`src/rtl/qr_unmask.sv`:
```
`default_nettype none
// ============================================================================
// Module   : qr_unmask
// Purpose  : Takes a captured 21x21 version-1 QR module grid, checks that the
//            two format-information copies agree, decodes ECC level and mask
//            id, then removes the data mask one module per cycle (raster
//            order, column fastest) leaving function patterns untouched.
// Ports    : clk_in        system clock
//            rst_in        synchronous active-high reset
//            qr_code       input grid, bit [col + 21*row], 1 = dark
//            valid_qr      one-cycle pulse, qr_code valid this cycle
//            unmasked_code unmasked grid, same indexing as qr_code
//            ecc_level     format bits [14:13] after FORMAT_XOR
//            mask_id       format bits [12:10] after FORMAT_XOR
//            format_err    format copies disagree (held until next capture)
//            unmask_valid  one-cycle pulse: outputs are final
//            busy          high while checking format or unmasking
// Revision : 1.0 - initial release
// ============================================================================
module qr_unmask #(
    parameter int          CODE_SIZE  = 21,
    parameter logic [14:0] FORMAT_XOR = 15'h5412
) (
    input  logic                           clk_in,
    input  logic                           rst_in,
    input  logic [CODE_SIZE*CODE_SIZE-1:0] qr_code,
    input  logic                           valid_qr,
    output logic [CODE_SIZE*CODE_SIZE-1:0] unmasked_code,
    output logic [1:0]                     ecc_level,
    output logic [2:0]                     mask_id,
    output logic                           format_err,
    output logic                           unmask_valid,
    output logic                           busy
);

    localparam int         C_N     = CODE_SIZE;
    localparam int         C_CELLS = CODE_SIZE * CODE_SIZE;
    localparam int         C_IDX_W = $clog2(C_CELLS);
    localparam logic [4:0] C_LAST  = 5'(CODE_SIZE - 1);

    typedef enum logic [1:0] {
        S_IDLE   = 2'd0,
        S_FORMAT = 2'd1,
        S_UNMASK = 2'd2
    } state_t;

    state_t               r_state;
    logic [C_CELLS-1:0]   r_grid;
    logic [4:0]           r_row;
    logic [4:0]           r_col;
    logic [C_IDX_W-1:0]   r_idx;       // row*21 + col, advanced alongside row/col
    logic [1:0]           r_row_m3;    // row % 3
    logic [1:0]           r_col_m3;    // col % 3
    logic                 r_col_d3;    // (col / 3) % 2

    logic [14:0]          w_copy_a;
    logic [14:0]          w_copy_b;
    logic                 w_func;
    logic                 w_mask_hit;
    logic                 w_flip;
    logic                 w_p2;        // (row*col) % 2
    logic [1:0]           w_p3;        // (row*col) % 3
    logic [2:0]           w_s3;        // row%3 + col%3, range 0..4
    logic                 w_s3_zero;   // (row+col) % 3 == 0
    logic                 w_last;

    assign unmasked_code = r_grid;

    // Gather both format copies from the captured grid.
    always_comb begin
        w_copy_a = '0;
        w_copy_b = '0;
        for (int k = 0; k < 6; k++) begin
            w_copy_a[14-k] = r_grid[8*C_N + k];
            w_copy_a[k]    = r_grid[k*C_N + 8];
        end
        w_copy_a[8] = r_grid[8*C_N + 7];
        w_copy_a[7] = r_grid[8*C_N + 8];
        w_copy_a[6] = r_grid[7*C_N + 8];
        for (int k = 0; k < 7; k++) begin
            w_copy_b[14-k] = r_grid[(20-k)*C_N + 8];
        end
        for (int k = 0; k < 8; k++) begin
            w_copy_b[7-k] = r_grid[8*C_N + 13 + k];
        end
    end

    // Finder/separator/format areas plus both timing lines are never masked.
    assign w_func = ((r_row <= 5'd8) && ((r_col <= 5'd8) || (r_col >= 5'd13))) ||
                    ((r_row >= 5'd13) && (r_col <= 5'd8)) ||
                    (r_row == 5'd6) || (r_col == 5'd6);

    // Products and sums modulo 2/3 are derived from the running residues so
    // no multiplier or divider is needed.
    assign w_p2      = r_row[0] & r_col[0];
    assign w_p3      = ((r_row_m3 == 2'd0) || (r_col_m3 == 2'd0)) ? 2'd0 :
                       (r_row_m3 == r_col_m3)                     ? 2'd1 : 2'd2;
    assign w_s3      = {1'b0, r_row_m3} + {1'b0, r_col_m3};
    assign w_s3_zero = (w_s3 == 3'd0) || (w_s3 == 3'd3);

    always_comb begin
        w_mask_hit = 1'b0;
        case (mask_id)
            3'd0:    w_mask_hit = ~(r_row[0] ^ r_col[0]);
            3'd1:    w_mask_hit = ~r_row[0];
            3'd2:    w_mask_hit = (r_col_m3 == 2'd0);
            3'd3:    w_mask_hit = w_s3_zero;
            3'd4:    w_mask_hit = ~(r_row[1] ^ r_col_d3);
            3'd5:    w_mask_hit = ~w_p2 && (w_p3 == 2'd0);
            3'd6:    w_mask_hit = ~(w_p2 ^ w_p3[0]);
            3'd7:    w_mask_hit = ~(r_row[0] ^ r_col[0] ^ w_p3[0]);
            default: w_mask_hit = 1'b0;
        endcase
    end

    assign w_flip = w_mask_hit & ~w_func;
    assign w_last = (r_row == C_LAST) && (r_col == C_LAST);

    always_ff @(posedge clk_in) begin
        if (rst_in) begin
            r_state      <= S_IDLE;
            r_grid       <= '0;
            r_row        <= '0;
            r_col        <= '0;
            r_idx        <= '0;
            r_row_m3     <= '0;
            r_col_m3     <= '0;
            r_col_d3     <= 1'b0;
            ecc_level    <= '0;
            mask_id      <= '0;
            format_err   <= 1'b0;
            unmask_valid <= 1'b0;
            busy         <= 1'b0;
        end else begin
            unmask_valid <= 1'b0;
            case (r_state)
                S_IDLE: begin
                    if (valid_qr) begin
                        r_grid     <= qr_code;
                        format_err <= 1'b0;
                        ecc_level  <= '0;
                        mask_id    <= '0;
                        busy       <= 1'b1;
                        r_state    <= S_FORMAT;
                    end
                end
                S_FORMAT: begin
                    if (w_copy_a != w_copy_b) begin
                        format_err   <= 1'b1;
                        unmask_valid <= 1'b1;
                        busy         <= 1'b0;
                        r_state      <= S_IDLE;
                    end else begin
                        ecc_level <= w_copy_a[14:13] ^ FORMAT_XOR[14:13];
                        mask_id   <= w_copy_a[12:10] ^ FORMAT_XOR[12:10];
                        r_row     <= '0;
                        r_col     <= '0;
                        r_idx     <= '0;
                        r_row_m3  <= '0;
                        r_col_m3  <= '0;
                        r_col_d3  <= 1'b0;
                        r_state   <= S_UNMASK;
                    end
                end
                S_UNMASK: begin
                    r_grid[r_idx] <= r_grid[r_idx] ^ w_flip;
                    if (w_last) begin
                        unmask_valid <= 1'b1;
                        busy         <= 1'b0;
                        r_state      <= S_IDLE;
                    end else begin
                        r_idx <= r_idx + 1'b1;
                        if (r_col == C_LAST) begin
                            r_col    <= '0;
                            r_col_m3 <= '0;
                            r_col_d3 <= 1'b0;
                            r_row    <= r_row + 5'd1;
                            r_row_m3 <= (r_row_m3 == 2'd2) ? 2'd0 : r_row_m3 + 2'd1;
                        end else begin
                            r_col <= r_col + 5'd1;
                            if (r_col_m3 == 2'd2) begin
                                r_col_m3 <= 2'd0;
                                r_col_d3 <= ~r_col_d3;
                            end else begin
                                r_col_m3 <= r_col_m3 + 2'd1;
                            end
                        end
                    end
                end
                default: r_state <= S_IDLE;
            endcase
        end
    end

endmodule
`default_nettype wire

```
`config.mk`:
```
export PLATFORM = sky130hd
export DESIGN_NAME = qr_unmask
export DESIGN_NICKNAME = d
export VERILOG_FILES = /design/src/rtl/qr_unmask.sv
export SDC_FILE = /design/constraint.sdc
export NUM_CORES = 2
export LEC_CHECK = 0
export BUFFER_PORTS_ARGS = -buffer_cell sky130_fd_sc_hd__clkbuf_2
export CAP_MARGIN = 30
export CORE_AREA = 2 2 348 350
export CTS_CLUSTER_DIAMETER = 150
export CTS_CLUSTER_SIZE = 10
export DETAILED_ROUTE_END_ITERATION = 10
export DIE_AREA = 0 0 350 352
export PLACE_DENSITY = 0.4
export SETUP_SLACK_MARGIN = 0.05
export SLEW_MARGIN = 40
export SYNTH_ARGS = -nofsm -noshare
export SYNTH_HDL_FRONTEND = slang
export SYNTH_SLANG_ARGS = --single-unit
```
`constraint.sdc`:
```
create_clock -name clk_in -period 11.13 [get_ports clk_in]
set_clock_uncertainty 0.2 [all_clocks]
set_input_delay 1.113 -clock clk_in [delete_from_list [all_inputs] [get_ports clk_in]]
set_output_delay 1.113 -clock clk_in [all_outputs]
set_load 0.03 [all_outputs]
```
==> results.toml <==
[critical_path]
worstPathCellList = "buf_12 -> buf_16 -> mux4_2 -> mux2i_1 -> nor3_1 -> a311oi_1 -> nand4_1 -> a311o_1 -> nor4_4 -> buf_4 -> mux2i_4 -> buf_4 -> a211oi_1"
critPathTopFamily = "buffers and inverters"
critical_path.most_common_cell = "sky130_fd_sc_hd__buf_4"
timing.critical_path.arrival_ns = 6.23
required_ns = 11.43
endpoint_kind = "flip-flop"
timing.critical_path.fanout_max = 73
worst-setup-path-type = "flip-flop to flip-flop"
startpoint_type = "flip-flop"
critical_path.max_stage_delay_ns = 0.77
crit_slowest_cell = "sky130_fd_sc_hd__mux2i_4"
worst-path-buf-inv = 4

[global_route]
grt_start_max_net_pins = 209
global_route_overflow = 0
global_route.usage.met2_pct = 50.78
globalRouteMet3Util_pct = 6.374
antenna_found_initial = 22
grt_busiest_layer = "met2"
grt_pass1_wl_um = 275900
vias_in_the_first_global_route = 32550
groute.layer.met1.usage_pct = 40.88
grt.total_usage_pct = 31.62

[place]
finalWeightedCongestion = 0.8674
buffer_ports.inserted = 892
detailedPlacementHpwl_um = 140900

[layout]
final_layout_size_suffix_gt1_share_pct = 30.25
finish.utilization_pct = 30.95
final_cell_mix = "sky130_fd_sc_hd__a21oi_1 (917), sky130_fd_sc_hd__clkbuf_2 (891), sky130_fd_sc_hd__nand2_1 (483)"
flow.area_growth_from_synthesis_pct = 24.61
mostFrequentLayoutCell = "sky130_fd_sc_hd__a21oi_1"
final_net_count = 4855

[timing]
slew_viol_final = 0
maxClockFrequency_mhz = 168.8
report.final.hold_viol_count = 0
worst-slew-pin-transition_ns = 0.9008
fin_crit_ns = 5.926
layout_worst_path_cycle_share_pct = 53.24
fin_tns_setup_ns = 0
finalSetupViolCount = 0
maxSlewHeadroom_pct = 39.95
setup_repair_after_global_routing_missed_its_margin = "no"

[worst_hold_path]
min_path_type = "flip-flop to flip-flop"

[drt]
avgViaCountPerCell = 5.760
first_iteration_detailed_routing_drc_count = 3703
drt_wl_total_um = 205100
antenna_violating_nets_post_route = 0
detail_route.drc_violations = 0
routed_wire_length_per_instance_um = 34.07
drt_pre_antenna_iters = 6
via_count = 34670

[die]
io_pins = 893
core_area_um2 = 119300
num_rows = 127
die_height_um = 352
total_die_area_um2 = 123200
die_w_um = 350
initial_core_util_pct = 24.83

[clock_tree]
cts.path.max_buffers = 3
clk_pin_slew_worst_setup_hold_paths_ns = 0.07
hold_buffers = 0
clock-sinks = 475
clock_tree_from_tritoncts = "built"
cts_resized = 0
clk-insertion-delay-late_ns = 0.68
ctsRootBufferMaster = "sky130_fd_sc_hd__clkbuf_16"
tritoncts.num_buffers = 53
buffers_inserted_during_post_cts_setup_optimization = 0
htreeDepth = 2

[synth]
postSynth.asyncResetShare_pct = 0
synth.ff_latch_count = 475
synth.lib_cells_used.distinct = 66
synth-warning-count = 0
synth.cell_area_um2 = 29640
synthCells = 3789
synthesis.area_per_instance_um2 = 7.822
synth_seq_area_share_pct = 32.09
top_ff_cell_synth = "sky130_fd_sc_hd__dfxtp_1"
synth_edf_count = 0
synthesized_net_count = 4254

[power]
irDropWorstVdd_mv = 0.1107
totalPowerFinal_mw = 5.043
power-per-cell-area_nw_per_um2 = 136.6
p_leak_nw = 14.02

[run]
cap_violations = 0

[run_status]
result_of_the_run = "completed"
[report_power, final]
part           leakage, nW  total (mW)  switching [mW]  internal (mW)
Clock                0.676        1.67           0.822          0.846
Sequential            3.94        2.08           0.225           1.86
Combinational         9.41        1.29           0.876          0.418
Total                 14.0        5.04            1.92           3.12
[layer usage]
layer	part of all wire [%]	vias up
met5	0.015	-
met4	4.6	4
met3	7.2	355
met2	46	1794
met1	42	17250
li1	-	15260
[cells by family (layout without fill, tap and decap cells)]
| family | count (synthesis) | after routing | synth area share [%] |
|---|---|---|---|
| fa+ha+maj | 21 | 21 | 0.9119 |
| simple gates | 716 | 716 | 10.29 |
| compound gates | 1901 | 1901 | 40.10 |
| other cells | 0 | 13 | 0 |
| mux | 206 | 206 | 9.233 |
| xor+xnor | 32 | 32 | 0.9457 |
| buf+inv | 438 | 1043 | 6.438 |
| flops | 475 | 475 | 32.09 |
[final timing paths]
path                               from                         endpoint  slack (ns)  depth (start not counted)
setup / recovery  r_idx[1]$_SDFFE_PP0P_  unmasked_code[321]$_SDFFE_PP0P_        5.20                         13
hold / removal        busy$_SDFFE_PP0P_                busy$_SDFFE_PP0P_        0.28                          2
setup reg to reg  r_idx[1]$_SDFFE_PP0P_  unmasked_code[321]$_SDFFE_PP0P_        5.20                         13
hold reg to reg       busy$_SDFFE_PP0P_                busy$_SDFFE_PP0P_        0.28                          2
[flip-flops by register name, summed over array words and instances, names as in the netlist]
signal / flops
r_row_m3: 2
r_state: 2
format_err: 1
r_idx: 9
ecc_level: 2
mask_id: 3
r_col: 5
busy: 1
r_col_d3: 1
r_col_m3: 2
unmasked_code: 441
r_row: 5
unmask_valid: 1
[synthesized netlist by cell type, types with 6 or more instances]
| cell type | instances | share of area, % |
|---|---|---|
| sky130_fd_sc_hd__mux2i_4 | 9 | 0.68 |
| sky130_fd_sc_hd__nor2b_1 | 12 | 0.25 |
| sky130_fd_sc_hd__a211oi_2 | 199 | 8.4 |
| sky130_fd_sc_hd__nand3_1 | 47 | 0.79 |
| sky130_fd_sc_hd__buf_6 | 24 | 0.91 |
| sky130_fd_sc_hd__inv_1 | 15 | 0.19 |
| sky130_fd_sc_hd__a22oi_1 | 40 | 1.0 |
| sky130_fd_sc_hd__nand2_1 | 502 | 6.4 |
| sky130_fd_sc_hd__buf_2 | 39 | 0.66 |
| sky130_fd_sc_hd__a221oi_1 | 7 | 0.21 |
| sky130_fd_sc_hd__xor2_1 | 27 | 0.80 |
| sky130_fd_sc_hd__nor4_1 | 6 | 0.13 |
| sky130_fd_sc_hd__clkbuf_1 | 335 | 4.2 |
| sky130_fd_sc_hd__dfxtp_1 | 475 | 32 |
| sky130_fd_sc_hd__mux2i_1 | 149 | 5.0 |
| sky130_fd_sc_hd__nor2_1 | 55 | 0.70 |
| sky130_fd_sc_hd__a211oi_1 | 249 | 6.3 |
| sky130_fd_sc_hd__nor3_1 | 27 | 0.46 |
| sky130_fd_sc_hd__a31oi_1 | 7 | 0.15 |
| sky130_fd_sc_hd__and3_1 | 6 | 0.13 |
| sky130_fd_sc_hd__mux4_2 | 39 | 3.0 |
| sky130_fd_sc_hd__nand2b_1 | 11 | 0.23 |
| sky130_fd_sc_hd__and2_1 | 6 | 0.13 |
| sky130_fd_sc_hd__o21ai_0 | 445 | 7.5 |
| sky130_fd_sc_hd__nand4_1 | 12 | 0.25 |
| sky130_fd_sc_hd__ha_1 | 20 | 0.84 |
| sky130_fd_sc_hd__buf_1 | 16 | 0.20 |
| sky130_fd_sc_hd__a22o_1 | 7 | 0.21 |
| sky130_fd_sc_hd__a21oi_1 | 917 | 15 |
| sky130_fd_sc_hd__nor3b_1 | 18 | 0.46 |
[area by class of cell]
cell class                      instances  area [um^2]
Timing Repair Buffer                  966         5401
Antenna cell                           13        32.53
Multi-Input combinational cell       2876        18510
Inverter                               18        75.07
Fill cell                           12950        82410
Tap cell                             1612         2017
Sequential cell                       475         9522
Clock buffer                           56         1348
Clock inverter                          3        22.52
[stage by stage]
step	hold WS [ns]	instance area (um^2)	setup WS, ns	instances
after floorplan	0.2744	29640	7.148	3789
after global placement	0.2654	35010	5.117	5929
after detailed placement	0.2648	35430	5.111	5943
after CTS	0.2775	36800	5.074	6002
after global routing	0.3182	36910	5.043	6010
final	0.2811	36930	5.204	6019
[worst register-to-register path: cells and delay by family (launching register included)]
family	cells	cell delay [ns]
flops	1	0.45
compound gates	3	0.86
buf+inv	4	1.97
simple gates	3	0.49
mux	3	1.80
No activity file was read; power rests on OpenSTA's default activity.
